`src/rtl/cdb_pkg.sv`:
```
// Shared types and ROB-distance helpers for the common data bus broadcaster.
package cdb_pkg;

   localparam int NUM_FU  = 5;
   localparam int NUM_ROB = 8;
   localparam int NUM_PR  = 64;
   localparam int XLEN    = 64;
   localparam int FU_W    = $clog2(NUM_FU);
   localparam int ROB_W   = $clog2(NUM_ROB);
   localparam int PR_W    = $clog2(NUM_PR);
   localparam int DEST_W  = 5;

   typedef struct packed {
      logic              valid;
      logic [PR_W-1:0]   T_idx;
      logic [ROB_W-1:0]  ROB_idx;
      logic [DEST_W-1:0] dest_idx;
      logic [XLEN-1:0]   result;
   } CDB_SLOT_t;

   localparam CDB_SLOT_t CDB_SLOT_RESET = '0;

   typedef struct packed {
      logic [PR_W-1:0] T_idx;
   } CDB_RS_OUT_t;

   typedef struct packed {
      logic              done;
      logic [PR_W-1:0]   T_idx;
      logic [ROB_W-1:0]  ROB_idx;
      logic [DEST_W-1:0] dest_idx;
      logic [XLEN-1:0]   result;
   } FU_DONE_t;

   // Distance from base to idx around the ROB ring; wraps naturally at NUM_ROB.
   function automatic logic [ROB_W-1:0] rob_diff(input logic [ROB_W-1:0] idx,
                                                 input logic [ROB_W-1:0] base);
      return idx - base;
   endfunction

   function automatic logic rob_squashed(input logic             rollback_en,
                                         input logic [ROB_W-1:0] rollback_idx,
                                         input logic [ROB_W-1:0] diff,
                                         input logic [ROB_W-1:0] idx);
      return rollback_en && (diff >= rob_diff(idx, rollback_idx));
   endfunction

endpackage

```
`src/rtl/cdb_rr_arb.sv`:
```
// Round-robin picker: first set request scanning from ptr upward with wrap at N.
module cdb_rr_arb
   import cdb_pkg::*;
#(
   parameter int N = NUM_FU,
   localparam int W = $clog2(N)
) (
   input  logic [N-1:0] req,
   input  logic [W-1:0] ptr,
   output logic         hit,
   output logic [W-1:0] grant
);

   logic [W:0]   sum;
   logic [W-1:0] idx;

   // Scan from the far end so the entry closest to ptr is the last to assign.
   always_comb begin
      hit   = 1'b0;
      grant = '0;
      sum   = '0;
      idx   = '0;
      for (int k = N - 1; k >= 0; k--) begin
         sum = {1'b0, ptr} + (W + 1)'(k);
         if (sum >= (W + 1)'(N)) sum = sum - (W + 1)'(N);
         idx = sum[W-1:0];
         if (req[idx]) begin
            hit   = 1'b1;
            grant = idx;
         end
      end
   end

endmodule

```
`src/rtl/cdb.sv`:
```
// Common data bus broadcaster: per-FU result slots, round-robin onto one bus.
// Optional same-cycle bypass of FU results is enabled by defining CDB_BYPASS_EN.
module cdb
   import cdb_pkg::*;
#(
   parameter int NUM_FU  = cdb_pkg::NUM_FU,
   parameter int NUM_ROB = cdb_pkg::NUM_ROB,
   parameter int NUM_PR  = cdb_pkg::NUM_PR,
   parameter int XLEN    = cdb_pkg::XLEN,
   localparam int FW = $clog2(NUM_FU),
   localparam int RW = $clog2(NUM_ROB),
   localparam int PW = $clog2(NUM_PR)
) (
   input  logic                   clock,
   input  logic                   reset,
   input  logic                   en,
   input  logic                   rollback_en,
   input  logic [RW-1:0]          ROB_rollback_idx,
   input  logic [RW-1:0]          diff_ROB,
   input  logic [NUM_FU-1:0]      FU_done,
   input  logic [NUM_FU*PW-1:0]   FU_T_idx,
   input  logic [NUM_FU*RW-1:0]   FU_ROB_idx,
   input  logic [NUM_FU*5-1:0]    FU_dest_idx,
   input  logic [NUM_FU*XLEN-1:0] FU_result,
   output logic [NUM_FU-1:0]      FU_valid,
   output logic                   complete_en,
   output logic [PW-1:0]          CDB_T_idx,
   output logic [RW-1:0]          CDB_ROB_idx,
   output logic [4:0]             CDB_dest_idx,
   output logic [XLEN-1:0]        CDB_result
);

   FU_DONE_t    fu_in [NUM_FU];
   CDB_SLOT_t   slot  [NUM_FU];
   CDB_SLOT_t   bus_sel;
   CDB_RS_OUT_t rs_out;
   logic [FW-1:0]     rr_ptr, grant;
   logic [NUM_FU-1:0] slot_sq, in_sq, eligible, bypass_req, req;
   logic              any_eligible, hit, bypass;

   always_comb begin
      for (int i = 0; i < NUM_FU; i++) begin
         fu_in[i].done     = FU_done[i];
         fu_in[i].T_idx    = FU_T_idx[i*PW +: PW];
         fu_in[i].ROB_idx  = FU_ROB_idx[i*RW +: RW];
         fu_in[i].dest_idx = FU_dest_idx[i*5 +: 5];
         fu_in[i].result   = FU_result[i*XLEN +: XLEN];
         slot_sq[i]  = rob_squashed(rollback_en, ROB_rollback_idx, diff_ROB, slot[i].ROB_idx);
         in_sq[i]    = rob_squashed(rollback_en, ROB_rollback_idx, diff_ROB, fu_in[i].ROB_idx);
         eligible[i] = slot[i].valid && !slot_sq[i];
      end
`ifdef CDB_BYPASS_EN
      bypass_req = FU_done & ~in_sq;
`else
      bypass_req = '0;
`endif
   end

   // Stored results always win; raw FU inputs only compete when no slot is eligible.
   assign any_eligible = |eligible;
   assign bypass       = !any_eligible;
   assign req          = any_eligible ? eligible : bypass_req;

   cdb_rr_arb #(.N(NUM_FU)) u_arb (
      .req   (req),
      .ptr   (rr_ptr),
      .hit   (hit),
      .grant (grant)
   );

   always_comb begin
      complete_en = en && hit;
      bus_sel     = CDB_SLOT_RESET;
      if (complete_en) begin
         if (bypass) bus_sel = '{1'b1, fu_in[grant].T_idx, fu_in[grant].ROB_idx,
                                 fu_in[grant].dest_idx, fu_in[grant].result};
         else        bus_sel = slot[grant];
      end
      rs_out.T_idx = bus_sel.T_idx;
      CDB_T_idx    = rs_out.T_idx;
      CDB_ROB_idx  = bus_sel.ROB_idx;
      CDB_dest_idx = bus_sel.dest_idx;
      CDB_result   = bus_sel.result;
      for (int i = 0; i < NUM_FU; i++)
         FU_valid[i] = en && (!slot[i].valid || slot_sq[i] ||
                              (hit && !bypass && grant == FW'(i)));
   end

   // NOTE: slots are few and narrow, so they are plain flops reset as a whole; a
   // RAM-style array without reset would leave stale valid bits after reset.
   always_ff @(posedge clock or posedge reset) begin
      if (reset) begin
         for (int i = 0; i < NUM_FU; i++) slot[i] <= CDB_SLOT_RESET;
         rr_ptr <= '0;
      end else if (en) begin
         // NOTE: state updates are non-blocking so every slot sees this cycle's grant.
         for (int i = 0; i < NUM_FU; i++) begin
            if (FU_done[i] && FU_valid[i] && !in_sq[i] &&
                !(hit && bypass && grant == FW'(i)))
               slot[i] <= '{1'b1, fu_in[i].T_idx, fu_in[i].ROB_idx,
                            fu_in[i].dest_idx, fu_in[i].result};
            else if ((hit && !bypass && grant == FW'(i)) || slot_sq[i])
               slot[i].valid <= 1'b0;
         end
         if (hit) rr_ptr <= (grant == FW'(NUM_FU - 1)) ? '0 : grant + 1'b1;
      end
   end

endmodule

```
`config.mk`:
```
export PLATFORM = sky130hd
export DESIGN_NAME = cdb
export DESIGN_NICKNAME = d
export VERILOG_FILES = /design/src/rtl/cdb_pkg.sv /design/src/rtl/cdb_rr_arb.sv /design/src/rtl/cdb.sv
export SDC_FILE = /design/constraint.sdc
export NUM_CORES = 1
export LEC_CHECK = 0
export ABC_CLOCK_PERIOD_IN_PS = 24300
export CORE_MARGIN = 2
export CORE_UTILIZATION = 40
export CTS_BUF_LIST = sky130_fd_sc_hd__clkbuf_8
export DETAILED_ROUTE_END_ITERATION = 7
export PLACE_DENSITY = 0.68
export SLEW_MARGIN = 20
export SYNTH_ARGS = -nofsm -noshare
export SYNTH_HDL_FRONTEND = slang
export SYNTH_SLANG_ARGS = --single-unit
```
`constraint.sdc`:
```
create_clock -name clock -period 24.3 [get_ports clock]
set_clock_uncertainty 0.2 [all_clocks]
set_input_delay 3.645 -clock clock [delete_from_list [all_inputs] [get_ports clock]]
set_output_delay 3.645 -clock clock [all_outputs]
set_load 0.1 [all_outputs]
```
# Word level (Yosys, flattened, before mapping)
# Cells that the tools add are included.
classes:
  n_addsub: 20
  n_eq_ne: 4
  order_cmp: 21
  n_mux: 45
  n_reduce_logical: 102
  bitwise: 1
ops:
  columns: ["op", "count"]
  rows:
  - ["79-bit binary-select mux with 3-bit select", 2]
  - ["78-bit 2-to-1 mux", 6]
  - ["1-bit logical AND", 48]
  - ["3-bit 2-to-1 mux", 11]
  - ["3-bit >= comparator", 10]
  - ["3-bit subtractor", 10]
  - ["2-bit AND reduction", 11]
  - ["1-bit logical NOT", 21]
  - ["3-bit by 4-bit less-than comparator with 1-bit output (second input constant)", 5]
  - ["1-bit 2-to-1 mux", 20]
  - ["4-bit by 3-bit >= comparator with 1-bit output (second input constant)", 4]
  - ["1-bit binary-select mux with 3-bit select", 5]
  - ["1-bit logical OR", 15]
  - ["3-bit subtractor (second input constant)", 5]
  - ["2-bit nonzero test", 5]
  - ["3-bit by 2-bit adder with 4-bit output (second input constant)", 2]
  - ["3-bit by 2-bit equality test with 1-bit output (second input constant)", 2]
  - ["5-bit 2-to-1 mux", 1]
  - ["5-bit OR reduction", 1]
  - ["3-bit by 1-bit adder with 4-bit output (second input constant)", 1]
  - ["3-bit by 3-bit adder with 4-bit output (second input constant)", 1]
  - ["4-bit >= comparator (second input constant)", 1]
  - ["3-bit NOT with 4-bit output", 1]
  - ["3-bit by 1-bit adder with 3-bit output (second input constant)", 1]
  - ["4 further kinds", 4]
totals:
  ff_bits: 398
  word_cells: 219
  in_bits: 405
  out_inout_bits: 84

# Depth between registers and ports, before layout
# Gate-level depths: netlist of run 1.
logic_depth:
  depth_word: 23
  ltp_mapped: 25
  mapped_depth_nobuf: 19

# Hierarchy
# Synthesis of run 1 repeated with hierarchy kept, for this count alone.
unflattened:
  cells_unflattened: 2168
  hier_area_um2: 24153.2
modules_own_cells:
  columns: ["module", "cells_per_inst", "seq_area_each_um2", "area_each_um2", "instances"]
  rows:
  - ["cdb", 2025, 9959.6, 23042.1, 1]
  - ["cdb_rr_arb", 143, 0.0, 1111.1, 1]

# Least setup slack after synthesis of run 1
# No wires, ideal clock.
synth_path:
  kind: "input port to output port"
  start: "input ROB_rollback_idx[0]"
  end: "output FU_valid[0]"
  arrival_ns: 8.612
  path_buffers: 3
  cell_stages: 21
  required_time_ns: 20.455
  setup_slack_ns: 11.843
  cell_sequence: "ha_1 -> fa_1 -> xor2_1 -> xnor2_1 -> ha_1 -> o21ai_0 -> and2_1 -> a211oi_2 -> a311oi_1 -> a211o_1 -> a2111o_1 -> buf_4 -> o21ai_4 -> inv_2 -> buf_6 -> clkbuf_1 -> ha_1 -> inv_1 -> o21ai_0 -> nor2_1 -> nor2b_1"
synth_via:
  elab_chain_cells: 18
  elab_cells_between_ends: 53
  classes_between: "5 x add/sub; 5 x order compare; 21 x mux; 22 x reduce/logical"
synth_lines:
  columns: ["item", "line", "rtl"]
  rows:
  - ["start, declared", "cdb.sv:18", "input logic [RW-1:0] ROB_rollback_idx,"]
  - ["3-bit subtractor", "cdb_pkg.sv:38", "return idx - base;"]
  - ["3-bit >= comparator", "cdb_pkg.sv:45", "return rollback_en && (diff >= rob_diff(idx, rollback_idx));"]
  - ["1-bit logical AND", "cdb_pkg.sv:45", null]
  - ["1-bit logical NOT", "cdb.sv:50", "eligible[i] = slot[i].valid && !slot_sq[i];"]
  - ["1-bit logical AND", "cdb.sv:50", null]
  - ["5-bit OR reduction", "cdb.sv:60", "assign any_eligible = |eligible;"]
  - ["5-bit 2-to-1 mux", "cdb.sv:62", "assign req = any_eligible ? eligible : bypass_req;"]
  - ["1-bit binary-select mux with 3-bit select", "cdb_rr_arb.sv:27", "if (req[idx]) begin"]
  - ["1-bit 2-to-1 mux (not written as such)", "cdb_rr_arb.sv:27", null]
  - ["3-bit 2-to-1 mux or 1-bit 2-to-1 mux (tied branches) (5 in series)", "cdb_rr_arb.sv:27", null]
  - ["3-bit logical NOT or 1-bit logical AND (tied branches)", "cdb.sv:86", "(hit && !bypass && grant == FW'(i)));"]
  - ["1-bit logical AND", "cdb.sv:86", null]
  - ["1-bit logical OR (*)", "cdb.sv:85", "FU_valid[i] = en && (!slot[i].valid || slot_sq[i] ||"]
  - ["1-bit logical AND (*)", "cdb.sv:85", null]
  - ["end, declared", "cdb.sv:25", "output logic [NUM_FU-1:0] FU_valid,"]
# Every way passes the cells marked *; elsewhere a longest branch is shown, timed or not. The select of a mux whose other input is x is not followed.

# Worst setup path in the final report of run 1
layout_path:
  start: "input ROB_rollback_idx[0]"
  end: "output CDB_result[23]"
layout_via:
  elab_chain_cells: 20
  elab_cells_between_ends: 57
  classes_between: "5 x add/sub; 5 x order compare; 29 x mux; 1 x bitwise; 17 x reduce/logical"
layout_lines:
  columns: ["item", "line", "rtl"]
  rows:
  - ["3-bit subtractor", "cdb_pkg.sv:38", null]
  - ["3-bit >= comparator", "cdb_pkg.sv:45", null]
  - ["1-bit logical AND", "cdb_pkg.sv:45", null]
  - ["1-bit logical NOT", "cdb.sv:50", null]
  - ["1-bit logical AND", "cdb.sv:50", null]
  - ["5-bit OR reduction", "cdb.sv:60", null]
  - ["5-bit 2-to-1 mux", "cdb.sv:62", null]
  - ["1-bit binary-select mux with 3-bit select", "cdb_rr_arb.sv:27", null]
  - ["1-bit 2-to-1 mux (not written as such)", "cdb_rr_arb.sv:27", null]
  - ["3-bit 2-to-1 mux (5 in series)", "cdb_rr_arb.sv:27", null]
  - ["3-bit NOT with 4-bit output (not written as such)", "cdb.sv:76, cdb.sv:77", null]
  - ["79-bit binary-select mux with 3-bit select (on tied branches)", "cdb.sv:76, cdb.sv:77", null]
  - ["78-bit 2-to-1 mux (on tied branches) (2 in series)", "cdb.sv:76, cdb.sv:77", null]
  - ["78-bit 2-to-1 mux", "cdb.sv:75", "if (bypass) bus_sel = '{1'b1, fu_in[grant].T_idx, fu_in[grant].ROB_idx,"]
  - ["78-bit 2-to-1 mux (*)", "cdb.sv:74", "if (complete_en) begin"]
  - ["end, declared", "cdb.sv:30", "output logic [XLEN-1:0] CDB_result"]
# Marked as above.

==> results of run 1 <==
registers in the layout, summed over array words and instances, names as in the netlist:
register  flops
slot        395
rr_ptr        3
cell usage after synthesis, types with 18 or more instances:
library cell,instances
dfrtp_1,398
mux2_2,372
inv_1,128
clkbuf_1,86
a22o_1,80
o2111ai_1,80
o32a_1,79
o311a_1,78
or2_2,78
ha_1,53
buf_2,47
a21oi_1,21
nand2_1,20
o21ai_0,20
xnor2_1,18
stage by stage:
stage                     utilization (%)  hold WS [ns]  instances  area, um2  setup WS, ns
after global routing                 53.0         0.305       2990      28500          9.21
after global placement               50.2         0.271       2844      27000          9.69
after floorplan                         -         0.250       1795      21700          9.39
after detailed placement             50.3         0.281       2845      27000          9.61
final                                53.0         0.290       2991      28500          9.62
after CTS                            52.8         0.294       2971      28400          9.56
critical path, stage by stage:
cell,delay (ns)
clkdlybuf4s50_1,0.66
ha_1,0.35
fa_1,0.38
xor2_1,0.17
xnor2_1,0.14
ha_1,0.29
o21ai_0,0.23
and2_1,0.22
a211oi_2,0.05
a311oi_1,0.63
a211oi_1,0.14
o211a_4,0.35
buf_4,0.40
nor2_4,0.72
buf_4,0.65
o32a_1,0.28
a22o_1,0.16
clkdlybuf4s50_1,1.14
final timing paths:
kind,cells past startpoint,from,end,slack (ns)
max reg2reg,16,rr_ptr[0],slot[335],17.61
min reg2reg,1,slot[328],slot[328],0.29
min,1,slot[328],slot[328],0.29
min in group asynchronous,2,reset,slot[123],3.31
max in group asynchronous,4,reset,slot[271],18.47
max,18,ROB_rollback_idx[0],CDB_result[23],9.62
routing by layer:
metal | wire length (um) | track usage [%] | vias up
met1 | 30900 | 32.6 | 8840
met3 | 4970 | 6.84 | 172
li1 | - | - | 7654
met2 | 37400 | 44.1 | 631
met4 | 2810 | 12.4 | 16
met5 | 99 | 0 | -
area by class of cell:
class / instances / area [um2] / area share (%)
sequential: 398 / 9960 / 35.0
clock inverter: 38 / 180 / 0.633
clock buffer: 88 / 1210 / 4.26
antenna: 19 / 47.5 / 0.167
timing repair buffer: 514 / 5130 / 18.0
inverter: 130 / 500 / 1.76
tap: 696 / 871 / 3.06
multi-input combinational: 1108 / 10600 / 37.1
cell families after synthesis:
| family | after synthesis | synth area share [%] |
|---|---|---|
| AO/OA/AOI/OAI | 439 | 17.8 |
| XOR/XNOR | 23 | 0.928 |
| flip-flops | 398 | 45.9 |
| adder cells (fa/ha/maj) | 64 | 4.07 |
| buffers and inverters | 289 | 5.78 |
| multiplexers | 390 | 20.2 |
| AND/OR/NAND/NOR | 192 | 5.31 |
==> impl_results.md, run 1 <==
- CTS tree: yes
- Max-cap violations: 0
- DRC Markers: 0
- Hold Path Class: reg -> reg
- Final setup fails: 0
- Total routed wirelength: approximately 76000 um
- Core area: roughly 54000 um2
- Final Hold Vio Count: 0
- WS Path Type: in -> out
- Vias in the first global route: 18300
- Die width: approximately 240 um
- P&R area growth vs syn: 31.2%
- Nets@finish: roughly 2700
- Setup TNS: 0 ns
- H-tree depth reported by CTS: 3
- Num CTS Buffers: 72
- Area leader, netlist: dfrtp_1
- Final Critical Period: around 15 ns
- Routability cong.: between 0.9 and 1
- Hold buffers post-CTS: 0
- CTS clk-pin slew, worst paths: ~0.060 ns
- Worst EP required: a little over 20 ns
- # Post-CTS Setup Buffers: 0
- Worst rel slew slack: between 20 and 30%
- Synthesized flop and latch total: roughly 400
- DRT Pass-1 Iters: 5
- CP max FO: 52
- # fillers: 4645
- Total grt overflow: 0
- Max Clk Rate: around 68 MHz
- Routed vias: roughly 17000
- Vias/cell: roughly 5.8
- Routed Antenna Nets: 0
- DP HPWL: 52500 um
- Synth warnings: 0
- Ys async rst share: 100%
- Outcome: finished, final reports clean
- Post-Syn Nets: 2264
- Root buffer cell: clkbuf_8
- Synth Flop Type: dfrtp_1
- Resized cells post-CTS: 0
- Most frequent cells in the layout: clkdlybuf4s50_1, dfrtp_1, mux2_2, inv_1, clkbuf_8
- Post-synthesis area per instance: 12.1 um2
- Largest buffer count on any clock path: 3
- Initial antenna violation count: 27
- Share of cells above drive strength 1: a little over a quarter
- Drt wl/cell: 25.4 um
- IO buf count: about 500
- Clock latency on the worst-skew pair: about 0.7 ns
- Boundary Pins: approximately 490
- Slew @ Worst Pin: between 1 and 1.5 ns
- Commonest non-fill, non-tap cell in the layout: clkdlybuf4s50_1
- Endpoint class of the critical path: output pin
- CTS Sinks: 398
- Die Span Y: approximately 240 um
- Initial Util: about two fifths
- Cells after Synth: 1795
- Die ar.: between 50000 and 60000 um2
- Final Cycle Share: 60.4%
- RSZ-0062 raised after global routing: false
- Netlist cell types: 74
- CP Launch Type: input pin
- Largest net degree at the start of global routing: around 150
- Area contributors post-synth: dfrtp_1, mux2_2, o32a_1, o311a_1, a22o_1
- Starting DRT DRC Count: between 1000 and 1500
- Syn Std Cell Area: between 20000 and 25000 um2
- First-pass GRT wire length: 113000 um
- FP Rows: 85
- Top cell type's share of synthesized area: 45.9%
- WP data arrival: approximately 11 ns
- Post-synth EDFFs: 0
- Final Slew Violations: 0
- Proportion of synthesized chip area in sequential cells: approximately 46%
- GRT Total Usage: around a quarter
Power of run 1 is not shown: default switching activity piles up to over one toggle a cycle in this logic, so the estimate is an artifact.
==> run 2, diff against run 1 <==
- ABC_CLOCK_PERIOD_IN_PS: 24300 -> 15200
- clock period: 24.3 -> 15.2 ns (I/O delays scaled with it)
==> run 2 against run 1 <==
Critical path depth fell by 2. Via count rose by 0.69%. Clock-buffer cell count rose by 2. Die area did not move. Flip-flop and latch count did not move. First-iteration DRC count rose by 5.8%. Wire length rose by 1.5%. Highest routed layer unchanged.
==> impl_results.md, run 2 (synthesized netlist as in run 1, its figures left out) <==
- Instance area at placement: 27000 um2
- FP Rows: 85
- Die width: 237 um
- Drt wl/cell: between 20 and 30 um
- Top Registers: slot x395, rr_ptr x3
- Largest net degree at the start of global routing: approximately 140
- Setup TNS: 0 ns
- H-tree depth reported by CTS: 3
- DRT Pass-1 Iters: 6
- Worst R2R Start: rr_ptr[0]
- Vias in the first global route: roughly 18000
- RSZ-0062 raised after global routing: false
- Metal2 WL: 37600 um
- Design Area, Final: approximately 29000 um2
- IO buf count: ~490
- DRC Markers: 0
- Routed vias: 17400
- Met1 WL: 30900 um
- P&R area growth vs syn: 31.5%
- Final setup fails: 0
- CP max FO: 48
- Hold Path Class: reg -> reg
- CTS clk-pin slew, worst paths: approximately 0.060 ns
- Worst rel slew slack: around 23%
- Share of cells above drive strength 1: 26.7%
- Hold Path Origin: slot[325]
- Hold buffers post-CTS: 0
- Total routed wirelength: 77300 um
- Worst EP required: 12.72 ns
- Die ar.: ~56000 um2
- WS Path Type: in -> out
- Starting DRT DRC Count: 1353
- Outcome: finished, final reports clean
- Max-cap violations: 0
- Core area: 53700 um2
- GRT Total Usage: 27.3%
- # Post-CTS Setup Buffers: 0
- Max Used Layer: met5
- Slew @ Worst Pin: between 1 and 1.5 ns
- Num CTS Buffers: 73
- Most frequent cells in the layout: clkdlybuf4s50_1, dfrtp_1, mux2_2, inv_1, clkbuf_8
- Initial antenna violation count: 32
- DP HPWL: about 53000 um
- WP data arrival: just over 9 ns
- Max reg flops: 395
- Worst Setup SP: ROB_rollback_idx[0]
- Final Hold Vio Count: 0
- Die Span Y: roughly 240 um
- First-pass GRT wire length: around 120000 um
- Resized cells post-CTS: 0
- Initial Util: between 40% and 50%
- Routed Antenna Nets: 0
- Final Cycle Share: 76.4%
- Largest buffer count on any clock path: 3
- CTS tree: yes
- CTS Sinks: about 400
- CP Launch Type: input pin
- Total grt overflow: 0
- Final Slew Violations: 0
- Commonest non-fill, non-tap cell in the layout: clkdlybuf4s50_1
- Top reg by flops: slot
- Max Clk Rate: around 86 MHz
- Clock latency on the worst-skew pair: about 0.66 ns
- Boundary Pins: around 490
- Met3 wire length: 5650 um
- Root buffer cell: clkbuf_8
- Vias/cell: around 5.8
- Nets@finish: between 2000 and 3000
- Endpoint class of the critical path: output pin
- Routability cong.: slightly above 0.9
- Final Critical Period: between 10 and 15 ns
[run 2: cell types whose count changed in the layout (fill, tap and decap cells not counted)]
| cell | before | now |
|---|---|---|
| bufinv_16 | 0 | 3 |
| buf_12 | 2 | 3 |
| clkinv_2 | 7 | 5 |
| buf_16 | 1 | 0 |
| buf_4 | 22 | 23 |
| clkbuf_8 | 88 | 90 |
| clkinvlp_4 | 1 | 3 |
| buf_6 | 1 | 0 |
| inv_8 | 2 | 1 |
| diode_2 | 19 | 20 |
| inv_1 | 154 | 148 |
[run 2: final cells by class]
class / count / area [um2]
antenna: 20 / 50.0
clock buffer: 90 / 1240
clock inverter: 34 / 241
fill: 4625 / 25200
inverter: 130 / 500
multi-input combinational: 1108 / 10600
sequential: 398 / 9960
tap: 696 / 871
timing repair buffer: 514 / 5120
[run 2: worst max-delay path: stages]
cell	delay (ns)
clkdlybuf4s50_1	0.69
ha_1	0.37
fa_1	0.37
xor2_1	0.16
xnor2_1	0.13
ha_1	0.29
o21ai_0	0.16
nand2_1	0.11
and2_1	0.23
a311oi_1	0.56
a211o_1	0.22
o41a_1	0.39
nor2b_4	1.00
buf_4	0.65
a22o_1	0.29
clkdlybuf4s50_1	1.17
[run 2: metal layers]
metal | vias to the layer above | track usage, %
met5 | - | 0
met4 | 22 | 11.9
met3 | 165 | 6.77
met2 | 679 | 45.0
met1 | 8931 | 34.0
li1 | 7635 | -
[run 2: per-stage QoR]
step	setup slack (ns)	utilization [%]	std cells	hold slack, ns
2_1_floorplan	1.65	-	1795	0.250
3_3_place_gp	3.39	50.2	2844	0.268
3_5_place_dp	3.62	50.3	2846	0.282
4_1_cts	3.60	53.0	2970	0.294
5_1_grt	3.24	53.1	2986	0.303
6_report	3.58	53.1	2990	0.290
[run 2: worst paths after layout]
path,end,slack (ns),depth (start not counted)
setup / recovery,CDB_result[54],3.58,16
hold / removal,slot[325],0.29,1
setup reg to reg,slot[340],8.40,18
hold reg to reg,slot[325],0.29,1
max in group asynchronous,slot[351],10.58,4
min in group asynchronous,slot[202],2.05,2
Power of run 2 is left out for the same reason.
==> run 3, diff against run 2 <==
- ABC_CLOCK_PERIOD_IN_PS: 15200 -> 10200
- PLACE_DENSITY: 0.68 -> 0.7
- clock period: 15.2 -> 10.2 ns (I/O delays scaled with it)
==> run 3 against run 2 <==
Utilization down 0.10 points. Non-clock buffer count up 8. Worst setup slack worse by 2.4 ns. Worst hold slack worse by 0.0012 ns.
==> impl_results.md, run 3 (synthesized netlist as in run 1, its figures left out) <==
- Outcome: finished, final reports clean
- Final Cycle Share: around 89%
- Final setup fails: 0
- Commonest non-fill, non-tap cell in the layout: clkdlybuf4s50_1
- WP data arrival: ~7.3 ns
- Starting DRT DRC Count: roughly 1100
- Vias/cell: ~5.8
- Largest buffer count on any clock path: 3
- Routed Antenna Nets: 0
- CP max FO: 79
- Core area: ~54000 um2
- IO buf count: a little under 500
- Largest net degree at the start of global routing: 169
- Nets@finish: ~2700
- FP Rows: between 80 and 90
- DRT Pass-1 Iters: 5
- Final Hold Vio Count: 0
- Max Clk Rate: between 100 and 150 MHz
- Routability cong.: around 0.90
- Initial antenna violation count: 29
- CTS clk-pin slew, worst paths: about 0.06 ns
- Total routed wirelength: around 77000 um
- Worst EP required: approximately 8.5 ns
- Top Registers: slot x395, rr_ptr x3
- WS Path Type: in -> out
- Max-cap violations: 0
- # Post-CTS Setup Buffers: 0
- Vias in the first global route: about 19000
- Worst rel slew slack: approximately a quarter
- P&R area growth vs syn: 31.3%
- Endpoint class of the critical path: output pin
- Drt wl/cell: around 26 um
- # fillers: ~4700
- Most frequent cells in the layout: clkdlybuf4s50_1, dfrtp_1, mux2_2, inv_1, buf_4
- GR Util met3: around 7.7%
- CP Launch Type: input pin
- Initial Util: roughly 40%
- Routing usage on met2: 44.8%
- Setup TNS: 0 ns
- Top reg by flops: slot
- Hold Path Class: reg -> reg
- GRT Total Usage: 27.4%
- Die Span Y: roughly 240 um
- DRC Markers: 0
- Num CTS Buffers: 75
- Top Usage Layer GRT: met2
- Max reg flops: around 400
- CTS tree: yes
- Total grt overflow: 0
- Routed vias: roughly 17000
- Worst hold margin: 0.289 ns
- M1 GR Usage: approximately 34%
- Die ar.: 56100 um2
- Final Slew Violations: 0
- Share of cells above drive strength 1: between 30% and 40%
- Slew @ Worst Pin: 1.14 ns
- First-pass GRT wire length: approximately 120000 um
- Clock latency on the worst-skew pair: around 0.67 ns
- Hold buffers post-CTS: 0
- CTS Sinks: ~400
- Die width: between 200 and 250 um
- RSZ-0062 raised after global routing: false
- Boundary Pins: around 500
- Root buffer cell: clkbuf_8
- Final Critical Period: 9.03 ns
- H-tree depth reported by CTS: 3
- DP HPWL: approximately 51000 um
- Resized cells post-CTS: 0
## run 3: cell types whose count changed in the layout (fill, tap and decap cells not counted), sizes merged
cell           delta
buf              +89
bufinv            -1
clkbuf            +3
clkdlybuf4s50    -81
clkinv            +7
clkinvlp          -1
diode             -5
inv               -1
## run 3: routing by layer
layer	up-vias	part of all wire [%]
met5	-	0.20
met4	22	3.6
met3	175	7.3
met2	616	48
met1	8797	41
li1	7698	-
## run 3: layout make-up
class | instances | area, um2 | area share, %
clock buffer | 93 | 1280 | 4.49
antenna | 15 | 37.5 | 0.132
timing repair buffer | 522 | 5030 | 17.7
clock inverter | 38 | 251 | 0.883
sequential | 398 | 9960 | 35.0
multi-input combinational | 1108 | 10600 | 37.1
inverter | 130 | 497 | 1.74
tap | 696 | 871 | 3.06
## run 3: worst paths after layout
| path | depth (start not counted) | end | startpoint | slack, ns |
|---|---|---|---|---|
| setup / recovery | 18 | CDB_result[35] | ROB_rollback_idx[0] | 1.17 |
| hold / removal | 1 | slot[333] | slot[333] | 0.29 |
| setup reg to reg | 13 | slot[19] | rr_ptr[0] | 3.86 |
| hold reg to reg | 1 | slot[333] | slot[333] | 0.29 |
| max in group asynchronous | 4 | slot[75] | reset | 7.01 |
| min in group asynchronous | 3 | slot[61] | reset | 1.28 |
## run 3: per-stage QoR
| step | instances | util [%] | setup WS [ns] | area (um2) |
|---|---|---|---|---|
| CTS | 2985 | 53.0 | 1.28 | 28400 |
| detailed placement | 2854 | 50.1 | 1.28 | 26900 |
| floorplan | 1795 | - | 1.97 | 21700 |
| global placement | 2854 | 50.1 | 1.25 | 26900 |
| global route | 2999 | 53.0 | 0.927 | 28500 |
| finish | 3000 | 53.0 | 1.17 | 28500 |
## run 3: worst max-delay path, cell delays in order
cell	delay [ns]
clkdlybuf4s50_1	0.68
ha_1	0.36
fa_1	0.37
xor2_1	0.16
xnor2_1	0.14
ha_1	0.29
o21ai_0	0.22
and2_1	0.22
a211oi_2	0.04
a311oi_1	0.65
a211o_1	0.21
a2111o_2	0.17
buf_4	0.79
nor2_4	0.10
buf_4	0.33
o32a_1	0.41
a22o_1	0.24
buf_4	0.23
Power of run 3 is left out for the same reason.
